`src/rtl/taxi_axi_pkg.sv`:
```
// Shared AXI4 definitions for the taxi interconnect: response codes and limits
// used by the default/terminating slave.
package taxi_axi_pkg;

    localparam logic [1:0] RESP_OKAY   = 2'b00;
    localparam logic [1:0] RESP_EXOKAY = 2'b01;
    localparam logic [1:0] RESP_SLVERR = 2'b10;
    localparam logic [1:0] RESP_DECERR = 2'b11;

    // Widest rdata constant the error slave can carry; narrower buses truncate it.
    localparam int RDATA_MAX_W = 1024;

    typedef logic [1:0] axi_resp_t;

    function automatic logic is_err_resp(input axi_resp_t resp);
        return resp[1];
    endfunction

endpackage

```
`src/rtl/taxi_axi_if.sv`:
```
// AXI4 bundle between the interconnect and one downstream slave, with separate
// write/read slave and master modports so each direction can be bound on its own.
interface taxi_axi_if #(
    parameter int DATA_W = 32,
    parameter int ADDR_W = 32,
    parameter int ID_W   = 8,
    parameter int USER_W = 1
) ();

    logic [ID_W-1:0]     awid;
    logic [ADDR_W-1:0]   awaddr;
    logic [7:0]          awlen;
    logic                awvalid;
    logic                awready;

    logic [DATA_W-1:0]   wdata;
    logic [DATA_W/8-1:0] wstrb;
    logic                wlast;
    logic                wvalid;
    logic                wready;

    logic [ID_W-1:0]     bid;
    logic [1:0]          bresp;
    logic [USER_W-1:0]   buser;
    logic                bvalid;
    logic                bready;

    logic [ID_W-1:0]     arid;
    logic [ADDR_W-1:0]   araddr;
    logic [7:0]          arlen;
    logic                arvalid;
    logic                arready;

    logic [ID_W-1:0]     rid;
    logic [DATA_W-1:0]   rdata;
    logic [1:0]          rresp;
    logic                rlast;
    logic [USER_W-1:0]   ruser;
    logic                rvalid;
    logic                rready;

    modport wr_slv (
        input  awid, awaddr, awlen, awvalid,
        output awready,
        input  wdata, wstrb, wlast, wvalid,
        output wready,
        output bid, bresp, buser, bvalid,
        input  bready
    );

    modport rd_slv (
        input  arid, araddr, arlen, arvalid,
        output arready,
        output rid, rdata, rresp, rlast, ruser, rvalid,
        input  rready
    );

    modport wr_mst (
        output awid, awaddr, awlen, awvalid,
        input  awready,
        output wdata, wstrb, wlast, wvalid,
        input  wready,
        input  bid, bresp, buser, bvalid,
        output bready
    );

    modport rd_mst (
        output arid, araddr, arlen, arvalid,
        input  arready,
        input  rid, rdata, rresp, rlast, ruser, rvalid,
        output rready
    );

endinterface

```
`src/rtl/taxi_axi_err_slv_rd.sv`:
```
// Read half of the error slave: accepts one AR and returns arlen+1 constant beats
// with RLAST on the final one, echoing the captured ID and a fixed response.
//
// state  | meaning
// R_IDLE | arready high, waiting for an AR handshake
// R_DATA | rvalid high, streaming beats until the RLAST beat is taken
module taxi_axi_err_slv_rd
    import taxi_axi_pkg::*;
#(
    parameter logic [1:0]             RESP      = RESP_DECERR,
    parameter logic [RDATA_MAX_W-1:0] RDATA_VAL = '0
) (
    input  logic           clk,
    input  logic           rst_n,
    taxi_axi_if.rd_slv     s_axi_rd
);

    localparam int ID_W   = $bits(s_axi_rd.arid);
    localparam int DATA_W = $bits(s_axi_rd.rdata);
    localparam int USER_W = $bits(s_axi_rd.ruser);

    typedef enum logic {
        R_IDLE,
        R_DATA
    } rd_state_t;

    rd_state_t       r_state;
    rd_state_t       w_state_nxt;

    logic            r_arready;
    logic            r_rvalid;
    logic            r_rlast;
    logic [ID_W-1:0] r_rid;
    logic [7:0]      r_cnt;

    logic            w_ar_hs;
    logic            w_r_hs;

    assign w_ar_hs = s_axi_rd.arvalid && r_arready;
    assign w_r_hs  = r_rvalid && s_axi_rd.rready;

    always_comb begin
        w_state_nxt = r_state;
        case (r_state)
            R_IDLE:  if (w_ar_hs)           w_state_nxt = R_DATA;
            R_DATA:  if (w_r_hs && r_rlast) w_state_nxt = R_IDLE;
            default:                        w_state_nxt = R_IDLE;
        endcase
    end

    // r_cnt holds the beats still to come after the one on the bus; rlast flags
    // the beat where it reaches zero, so the counter is never decremented past 0.
    always_ff @(posedge clk or negedge rst_n) begin
        if (!rst_n) begin
            r_state   <= R_IDLE;
            r_arready <= 1'b0;
            r_rvalid  <= 1'b0;
            r_rlast   <= 1'b0;
            r_rid     <= '0;
            r_cnt     <= 8'd0;
        end else begin
            r_state   <= w_state_nxt;
            r_arready <= (w_state_nxt == R_IDLE);
            r_rvalid  <= (w_state_nxt == R_DATA);
            if (w_ar_hs) begin
                r_rid   <= s_axi_rd.arid;
                r_cnt   <= s_axi_rd.arlen;
                r_rlast <= (s_axi_rd.arlen == 8'd0);
            end else if (w_r_hs) begin
                if (r_rlast) begin
                    r_rlast <= 1'b0;
                end else begin
                    r_cnt   <= r_cnt - 8'd1;
                    r_rlast <= (r_cnt == 8'd1);
                end
            end
        end
    end

    assign s_axi_rd.arready = r_arready;
    assign s_axi_rd.rvalid  = r_rvalid;
    assign s_axi_rd.rlast   = r_rlast;
    assign s_axi_rd.rid     = r_rid;
    assign s_axi_rd.rresp   = RESP;
    assign s_axi_rd.rdata   = DATA_W'(RDATA_VAL);
    assign s_axi_rd.ruser   = {USER_W{1'b0}};

endmodule

```
`src/rtl/taxi_axi_err_slv_wr.sv`:
```
// Write half of the error slave: accepts one AW, drains W until WLAST (awlen is
// ignored), then returns a single B carrying the captured ID and a fixed response.
//
// state  | meaning
// W_IDLE | awready high, waiting for an AW handshake
// W_DATA | wready high, swallowing beats until WLAST
// W_RESP | bvalid high with captured bid, waiting for bready
module taxi_axi_err_slv_wr
    import taxi_axi_pkg::*;
#(
    parameter logic [1:0] RESP = RESP_DECERR
) (
    input  logic           clk,
    input  logic           rst_n,
    taxi_axi_if.wr_slv     s_axi_wr
);

    localparam int ID_W   = $bits(s_axi_wr.awid);
    localparam int USER_W = $bits(s_axi_wr.buser);

    typedef enum logic [1:0] {
        W_IDLE,
        W_DATA,
        W_RESP
    } wr_state_t;

    wr_state_t       r_state;
    wr_state_t       w_state_nxt;

    logic            r_awready;
    logic            r_wready;
    logic            r_bvalid;
    logic [ID_W-1:0] r_bid;

    logic            w_aw_hs;
    logic            w_wlast_hs;
    logic            w_b_hs;

    // Handshakes use the registered readies, so a handshake implies the matching state.
    assign w_aw_hs    = s_axi_wr.awvalid && r_awready;
    assign w_wlast_hs = s_axi_wr.wvalid && r_wready && s_axi_wr.wlast;
    assign w_b_hs     = r_bvalid && s_axi_wr.bready;

    always_comb begin
        w_state_nxt = r_state;
        case (r_state)
            W_IDLE:  if (w_aw_hs)    w_state_nxt = W_DATA;
            W_DATA:  if (w_wlast_hs) w_state_nxt = W_RESP;
            W_RESP:  if (w_b_hs)     w_state_nxt = W_IDLE;
            default:                 w_state_nxt = W_IDLE;
        endcase
    end

    // Readies and bvalid are registered copies of the next-state decode.
    always_ff @(posedge clk or negedge rst_n) begin
        if (!rst_n) begin
            r_state   <= W_IDLE;
            r_awready <= 1'b0;
            r_wready  <= 1'b0;
            r_bvalid  <= 1'b0;
            r_bid     <= '0;
        end else begin
            r_state   <= w_state_nxt;
            r_awready <= (w_state_nxt == W_IDLE);
            r_wready  <= (w_state_nxt == W_DATA);
            r_bvalid  <= (w_state_nxt == W_RESP);
            if (w_aw_hs) begin
                r_bid <= s_axi_wr.awid;
            end
        end
    end

    assign s_axi_wr.awready = r_awready;
    assign s_axi_wr.wready  = r_wready;
    assign s_axi_wr.bvalid  = r_bvalid;
    assign s_axi_wr.bid     = r_bid;
    assign s_axi_wr.bresp   = RESP;
    assign s_axi_wr.buser   = {USER_W{1'b0}};

endmodule

```
`src/rtl/taxi_axi_err_slv.sv`:
```
// AXI4 default slave for unmapped interconnect ports: terminates every burst with
// a fixed error response; read and write halves run independently.
module taxi_axi_err_slv
    import taxi_axi_pkg::*;
#(
    parameter logic [1:0]             RESP      = RESP_DECERR,
    parameter logic [RDATA_MAX_W-1:0] RDATA_VAL = '0
) (
    input  logic           clk,
    input  logic           rst_n,
    taxi_axi_if.wr_slv     s_axi_wr,
    taxi_axi_if.rd_slv     s_axi_rd
);

    taxi_axi_err_slv_wr #(
        .RESP      (RESP)
    ) u_wr (
        .clk       (clk),
        .rst_n     (rst_n),
        .s_axi_wr  (s_axi_wr)
    );

    taxi_axi_err_slv_rd #(
        .RESP      (RESP),
        .RDATA_VAL (RDATA_VAL)
    ) u_rd (
        .clk       (clk),
        .rst_n     (rst_n),
        .s_axi_rd  (s_axi_rd)
    );

endmodule

```
`src/flat_wrapper.sv`:
```
// flat-port wrapper written by rule: the top's interface ports become plain ports
module taxi_axi_err_slv_flat import taxi_axi_pkg::*;
#(
    parameter logic [1:0]             RESP      = RESP_DECERR,
    parameter logic [RDATA_MAX_W-1:0] RDATA_VAL = '0
)
  (clk, rst_n, s_axi_wr_awid, s_axi_wr_awaddr, s_axi_wr_awlen, s_axi_wr_awvalid, s_axi_wr_awready, s_axi_wr_wdata, s_axi_wr_wstrb, s_axi_wr_wlast, s_axi_wr_wvalid, s_axi_wr_wready, s_axi_wr_bid, s_axi_wr_bresp, s_axi_wr_buser, s_axi_wr_bvalid, s_axi_wr_bready, s_axi_rd_arid, s_axi_rd_araddr, s_axi_rd_arlen, s_axi_rd_arvalid, s_axi_rd_arready, s_axi_rd_rid, s_axi_rd_rdata, s_axi_rd_rresp, s_axi_rd_rlast, s_axi_rd_ruser, s_axi_rd_rvalid, s_axi_rd_rready);
  taxi_axi_if #(.DATA_W(32), .ID_W(8)) s_axi_wr_i ();
  taxi_axi_if #(.DATA_W(32), .ID_W(8)) s_axi_rd_i ();
  input  logic clk;
  input  logic rst_n;
  input wire logic [$bits(s_axi_wr_i.awid)-1:0] s_axi_wr_awid;
  input wire logic [$bits(s_axi_wr_i.awaddr)-1:0] s_axi_wr_awaddr;
  input wire logic [$bits(s_axi_wr_i.awlen)-1:0] s_axi_wr_awlen;
  input wire logic [$bits(s_axi_wr_i.awvalid)-1:0] s_axi_wr_awvalid;
  output wire logic [$bits(s_axi_wr_i.awready)-1:0] s_axi_wr_awready;
  input wire logic [$bits(s_axi_wr_i.wdata)-1:0] s_axi_wr_wdata;
  input wire logic [$bits(s_axi_wr_i.wstrb)-1:0] s_axi_wr_wstrb;
  input wire logic [$bits(s_axi_wr_i.wlast)-1:0] s_axi_wr_wlast;
  input wire logic [$bits(s_axi_wr_i.wvalid)-1:0] s_axi_wr_wvalid;
  output wire logic [$bits(s_axi_wr_i.wready)-1:0] s_axi_wr_wready;
  output wire logic [$bits(s_axi_wr_i.bid)-1:0] s_axi_wr_bid;
  output wire logic [$bits(s_axi_wr_i.bresp)-1:0] s_axi_wr_bresp;
  output wire logic [$bits(s_axi_wr_i.buser)-1:0] s_axi_wr_buser;
  output wire logic [$bits(s_axi_wr_i.bvalid)-1:0] s_axi_wr_bvalid;
  input wire logic [$bits(s_axi_wr_i.bready)-1:0] s_axi_wr_bready;
  input wire logic [$bits(s_axi_rd_i.arid)-1:0] s_axi_rd_arid;
  input wire logic [$bits(s_axi_rd_i.araddr)-1:0] s_axi_rd_araddr;
  input wire logic [$bits(s_axi_rd_i.arlen)-1:0] s_axi_rd_arlen;
  input wire logic [$bits(s_axi_rd_i.arvalid)-1:0] s_axi_rd_arvalid;
  output wire logic [$bits(s_axi_rd_i.arready)-1:0] s_axi_rd_arready;
  output wire logic [$bits(s_axi_rd_i.rid)-1:0] s_axi_rd_rid;
  output wire logic [$bits(s_axi_rd_i.rdata)-1:0] s_axi_rd_rdata;
  output wire logic [$bits(s_axi_rd_i.rresp)-1:0] s_axi_rd_rresp;
  output wire logic [$bits(s_axi_rd_i.rlast)-1:0] s_axi_rd_rlast;
  output wire logic [$bits(s_axi_rd_i.ruser)-1:0] s_axi_rd_ruser;
  output wire logic [$bits(s_axi_rd_i.rvalid)-1:0] s_axi_rd_rvalid;
  input wire logic [$bits(s_axi_rd_i.rready)-1:0] s_axi_rd_rready;
  assign s_axi_wr_i.awid = s_axi_wr_awid;
  assign s_axi_wr_i.awaddr = s_axi_wr_awaddr;
  assign s_axi_wr_i.awlen = s_axi_wr_awlen;
  assign s_axi_wr_i.awvalid = s_axi_wr_awvalid;
  assign s_axi_wr_awready = s_axi_wr_i.awready;
  assign s_axi_wr_i.wdata = s_axi_wr_wdata;
  assign s_axi_wr_i.wstrb = s_axi_wr_wstrb;
  assign s_axi_wr_i.wlast = s_axi_wr_wlast;
  assign s_axi_wr_i.wvalid = s_axi_wr_wvalid;
  assign s_axi_wr_wready = s_axi_wr_i.wready;
  assign s_axi_wr_bid = s_axi_wr_i.bid;
  assign s_axi_wr_bresp = s_axi_wr_i.bresp;
  assign s_axi_wr_buser = s_axi_wr_i.buser;
  assign s_axi_wr_bvalid = s_axi_wr_i.bvalid;
  assign s_axi_wr_i.bready = s_axi_wr_bready;
  assign s_axi_rd_i.arid = s_axi_rd_arid;
  assign s_axi_rd_i.araddr = s_axi_rd_araddr;
  assign s_axi_rd_i.arlen = s_axi_rd_arlen;
  assign s_axi_rd_i.arvalid = s_axi_rd_arvalid;
  assign s_axi_rd_arready = s_axi_rd_i.arready;
  assign s_axi_rd_rid = s_axi_rd_i.rid;
  assign s_axi_rd_rdata = s_axi_rd_i.rdata;
  assign s_axi_rd_rresp = s_axi_rd_i.rresp;
  assign s_axi_rd_rlast = s_axi_rd_i.rlast;
  assign s_axi_rd_ruser = s_axi_rd_i.ruser;
  assign s_axi_rd_rvalid = s_axi_rd_i.rvalid;
  assign s_axi_rd_i.rready = s_axi_rd_rready;
  taxi_axi_err_slv #(.RESP(RESP), .RDATA_VAL(RDATA_VAL)) u_core (.clk(clk), .rst_n(rst_n), .s_axi_wr(s_axi_wr_i), .s_axi_rd(s_axi_rd_i));
endmodule
```
`config.mk`:
```
export PLATFORM = sky130hd
export DESIGN_NAME = taxi_axi_err_slv_flat
export DESIGN_NICKNAME = d
export VERILOG_FILES = /design/src/rtl/taxi_axi_pkg.sv /design/src/rtl/taxi_axi_if.sv /design/src/rtl/taxi_axi_err_slv_rd.sv /design/src/rtl/taxi_axi_err_slv_wr.sv /design/src/rtl/taxi_axi_err_slv.sv /design/src/flat_wrapper.sv
export SDC_FILE = /design/constraint.sdc
export NUM_CORES = 1
export LEC_CHECK = 0
export ABC_AREA = 1
export BUFFER_PORTS_ARGS = -buffer_cell sky130_fd_sc_hd__buf_2
export CORE_MARGIN = 4
export CORE_UTILIZATION = 25
export CTS_BUF_LIST = sky130_fd_sc_hd__clkbuf_8
export DETAILED_ROUTE_END_ITERATION = 10
export REMOVE_ABC_BUFFERS = 1
export SYNTH_ARGS = -nofsm -noshare
export SYNTH_HDL_FRONTEND = slang
export SYNTH_SLANG_ARGS = --single-unit
```
`constraint.sdc`:
```
create_clock -name clk -period 3.4 [get_ports clk]
set_clock_uncertainty 0.1 [all_clocks]
set_input_delay 0 -clock clk [delete_from_list [all_inputs] [get_ports clk]]
set_output_delay 0 -clock clk [all_outputs]
set_load 0.01 [all_outputs]
```
==> key figures <==
Placed design
  • Half-perimeter wire length after placement: 2.89 mm
  • Count of buffers from port buffering: 53
  • Routability congestion estimate: 0.787

Clocking
  • Clock root buffer: sky130_fd_sc_hd__clkbuf_8
  • Htree depth: 2
  • Longest Clk Path Bufs: 2
  • CTS tree: done
  • Clk pin slew, worst setup/hold paths: 0.07 ns
  • Total of hold buffers inserted after clock tree synthesis: 31
  • Gates resized, CTS repair: 0
  • Num Clock Sinks: 32
  • Worst skew pair latency: 0.28 ns
  • Number of buffers inserted by post-CTS setup repair: 0
  • TritonCTS Buffers: 5

Global routing
  • Total congestion overflow after global routing: 0
  • Via count of the first global-routing pass: 1488
  • Wire length of the first global-routing pass: 6.92 mm
  • Initial antenna violation count: 0
  • Global router's overall resource usage: 10.2%
  • Pin count of the biggest net entering global routing: 33

Yosys
  • Number of distinct library cells after synthesis: 26
  • Synth Flop Type: sky130_fd_sc_hd__dfrtp_1
  • Most area-consuming cells after synthesis: sky130_fd_sc_hd__dfrtp_1 (45%), sky130_fd_sc_hd__buf_4 (16%), sky130_fd_sc_hd__nand2_1 (11%), sky130_fd_sc_hd__mux2_1 (5.0%), sky130_fd_sc_hd__nand3_1 (3.6%)
  • Number of flops mapped to enable cells by yosys: 0
  • Top cell type's share of synthesized area: 44.8%
  • Top cell types by occurrence after synthesis: sky130_fd_sc_hd__nand2_1 (51), sky130_fd_sc_hd__buf_4 (39), sky130_fd_sc_hd__dfrtp_1 (32), sky130_fd_sc_hd__inv_1 (13), sky130_fd_sc_hd__nand3_1 (13)
  • Share of synthesized area occupied by flip-flops and latches: 44.8%
  • Leading cell type by number of instances after synthesis: sky130_fd_sc_hd__nand2_1
  • Netlist area before placement: 1790 um2
  • Library cell occupying the most area in the post-synthesis netlist: sky130_fd_sc_hd__dfrtp_1
  • Number of warnings issued by yosys: 0
  • Mean instance size in the synthesized netlist: 8.80 um2
  • Total of flip-flops plus latches after synthesis: 32
  • Asr flop ratio synth: 100%
  • Synthesized instance count: 203

STA
  • Final hold violation count: 0
  • Ratio of final minimum period to clock period: 59.7%
  • Measured slew at the worst slew-check pin: 0.754 ns
  • Final critical delay including setup and external delays: 2.03 ns
  • Sum of negative setup slack: 0 ns
  • Final setup fails: 0
  • Max transition margin: 49.7%
  • Count of pins over their slew limit: 0
  • Maximum achievable frequency: 0.493 GHz
  • Unrepaired setup endpoints after global routing: false

Power and ir drop
  • Power density relative to cell area: 689 nW/um2
  • Power after layout: 1.67 mW
  • Worst-case vdd ir drop: 0.225 mV
  • Static power due to leakage: 1.25 nW

Floorplan
  • Number of ports placed on the die boundary: 200
  • Width of the chip: 92.5 um
  • Std-Cell Core Area: 6870 um2
  • # rows: 30
  • Die Y: 92.5 um
  • Die footprint: 8560 um2
  • Initial Util: 26.0%

Detailed routing
  • Final wirelength: 4.15 mm
  • Via total after detailed routing: 1474
  • Initial detailed-routing violation count: 79
  • Pre-antenna DRT Iters: 4
  • Drt drc: 0
  • WL per Instance: 10.7 um
  • Final antenna-violating net count: 0
  • Drt via density: 3.82

Hold path
  • Hold WC Path Type: in -> reg

Setup path
  • Combined buffer and inverter count along the critical path: 4
  • Most frequent cell on the critical path: sky130_fd_sc_hd__dlygate4sd3_1
  • Sequence of cells on the critical path: dlygate4sd3_1 -> buf_2 -> nor3_1 -> dlygate4sd3_1 -> nand3_1 -> dlygate4sd3_1 -> nand3_1
  • Startpoint type of the worst setup path: primary input
  • Arrival time reported for the critical path endpoint: 2.15 ns
  • Crit Path Class: in -> reg
  • Cell family with the largest share of critical-path delay: buffers and inverters
  • Max stage delay cell, worst path: sky130_fd_sc_hd__dlygate4sd3_1
  • Maximum net fanout on the critical path: 2
  • Kind of end point of the critical path: flip-flop
  • Worst path max stage delay: 0.59 ns
  • Setup slack of the worst register-to-register path: 1.63 ns
  • Worst Path Required: 3.52 ns

Job
  • Max_cap viols: 0

Final layout
  • Fraction of layout instances using a drive strength above 1: 25.5%
  • Area overhead of the layout relative to synthesis: 35.2%
  • Fillers: 697
  • Layout Nets: 432
  • # diodes: 0

Outcome
  • Outcome: finished, final reports clean
==> worst reg2reg max path: cells and delay by family (launching register included) <==
| kind | cells | cell delay [ns] |
|---|---|---|
| simple gates | 4 | 0.68 |
| buf+inv | 1 | 0.57 |
| flops | 1 | 0.35 |
==> cell usage in the layout, fill, tap and decap left out <==
master,synthesis,final
sky130_fd_sc_hd__o31ai_1,1,1
sky130_fd_sc_hd__inv_2,3,3
sky130_fd_sc_hd__o31ai_2,1,1
sky130_fd_sc_hd__dlygate4sd3_1,0,31
sky130_fd_sc_hd__dfrtp_1,32,32
sky130_fd_sc_hd__xor2_1,1,1
sky130_fd_sc_hd__nand3_4,1,1
sky130_fd_sc_hd__inv_4,1,1
sky130_fd_sc_hd__nand2_2,4,4
sky130_fd_sc_hd__buf_2,1,53
sky130_fd_sc_hd__nor2_8,1,1
sky130_fd_sc_hd__nor2_1,11,11
sky130_fd_sc_hd__o21ai_0,2,2
sky130_fd_sc_hd__nand4_1,2,2
sky130_fd_sc_hd__conb_1,2,38
sky130_fd_sc_hd__o21ai_1,5,5
sky130_fd_sc_hd__nor3b_2,1,1
sky130_fd_sc_hd__ha_1,2,2
sky130_fd_sc_hd__nor2_2,2,2
sky130_fd_sc_hd__nand3_1,13,13
sky130_fd_sc_hd__inv_1,13,13
sky130_fd_sc_hd__clkbuf_8,0,7
sky130_fd_sc_hd__o22ai_1,2,2
sky130_fd_sc_hd__nor3_1,2,2
sky130_fd_sc_hd__nand2_1,51,51
sky130_fd_sc_hd__mux2_1,8,8
sky130_fd_sc_hd__o211ai_1,2,2
==> metrics by stage <==
stage	setup slack [ns]	instance area [um2]	util [%]	hold slack, ns	instances
2_1_floorplan	2.10	1620	-	-0.396	199
3_3_place_gp	1.92	2010	29.3	0.0241	348
3_5_place_dp	1.92	2010	29.3	0.0311	348
4_1_cts	1.35	2420	35.2	0.00330	386
5_1_grt	1.29	2420	35.2	0.0452	386
6_report	1.37	2420	35.2	0.00545	386
==> layer usage <==
layer  vias to the layer above  wire (um)  share of wire [%]  track usage (%)
met5                         -          0                  0                0
met3                         4        351                8.5             3.17
met2                        60       2110                 51             17.6
met4                         0         38               0.92             2.97
li1                        739          -                  -                -
met1                       671       1650                 40             12.0
==> layout make-up <==
| type | instances | area, um2 | share of cell area [%] |
|---|---|---|---|
| Sequential cell | 32 | 801 | 33.1 |
| Multi-Input combinational cell | 150 | 757 | 31.3 |
| Timing Repair Buffer | 84 | 576 | 23.8 |
| Tap cell | 96 | 120 | 4.97 |
| Clock buffer | 7 | 96.3 | 3.99 |
| Inverter | 17 | 66.3 | 2.74 |
==> final timing paths <==
kind / end / start / cells after the start
min in group asynchronous: u_core.u_rd.r_cnt[3]$_DFFE_PN0P_ / rst_n / 2
max: u_core.u_rd.s_axi_rd.rlast$_DFFE_PN0P_ / s_axi_rd_arlen[2] / 7
min reg2reg: u_core.u_rd.s_axi_rd.rid[4]$_DFFE_PN0P_ / u_core.u_rd.s_axi_rd.rid[4]$_DFFE_PN0P_ / 2
max reg2reg: u_core.u_rd.s_axi_rd.rlast$_DFFE_PN0P_ / u_core.u_rd.s_axi_rd.arready$_DFF_PN0_ / 5
max in group asynchronous: u_core.u_wr.s_axi_wr.bid[7]$_DFFE_PN0P_ / rst_n / 2
min: u_core.u_rd.r_cnt[6]$_DFFE_PN0P_ / s_axi_rd_arlen[6] / 5
==> sequential cells by signal (all words and copies together) (netlist names), 2 cells and up <==
register	flops
u_core.u_wr.s_axi_wr.bid	8
u_core.u_rd.s_axi_rd.rid	8
u_core.u_rd.r_cnt	8
u_core.u_wr.r_state	2
==> cells by family after synthesis <==
| group | Yosys count | share of synthesized area (%) |
|---|---|---|
| muxes | 8 | 5.04 |
| other | 2 | 0.420 |
| and+or+nand+nor | 88 | 22.8 |
| adders and majority gates | 2 | 1.40 |
| buffers and inverters | 57 | 20.4 |
| AOI/OAI and AO/OA | 13 | 4.62 |
| DFF | 32 | 44.8 |
| xor gates and xnor gates | 1 | 0.490 |
==> power by group <==
group	leakage [nW]	switching, mW	total (mW)	internal [mW]
clock network	0.0503	0.136	0.317	0.180
logic	0.811	0.385	0.677	0.292
registers	0.392	0.117	0.671	0.555
total	1.25	0.638	1.67	1.03
Note: power is estimated with default switching activity, not from simulation.
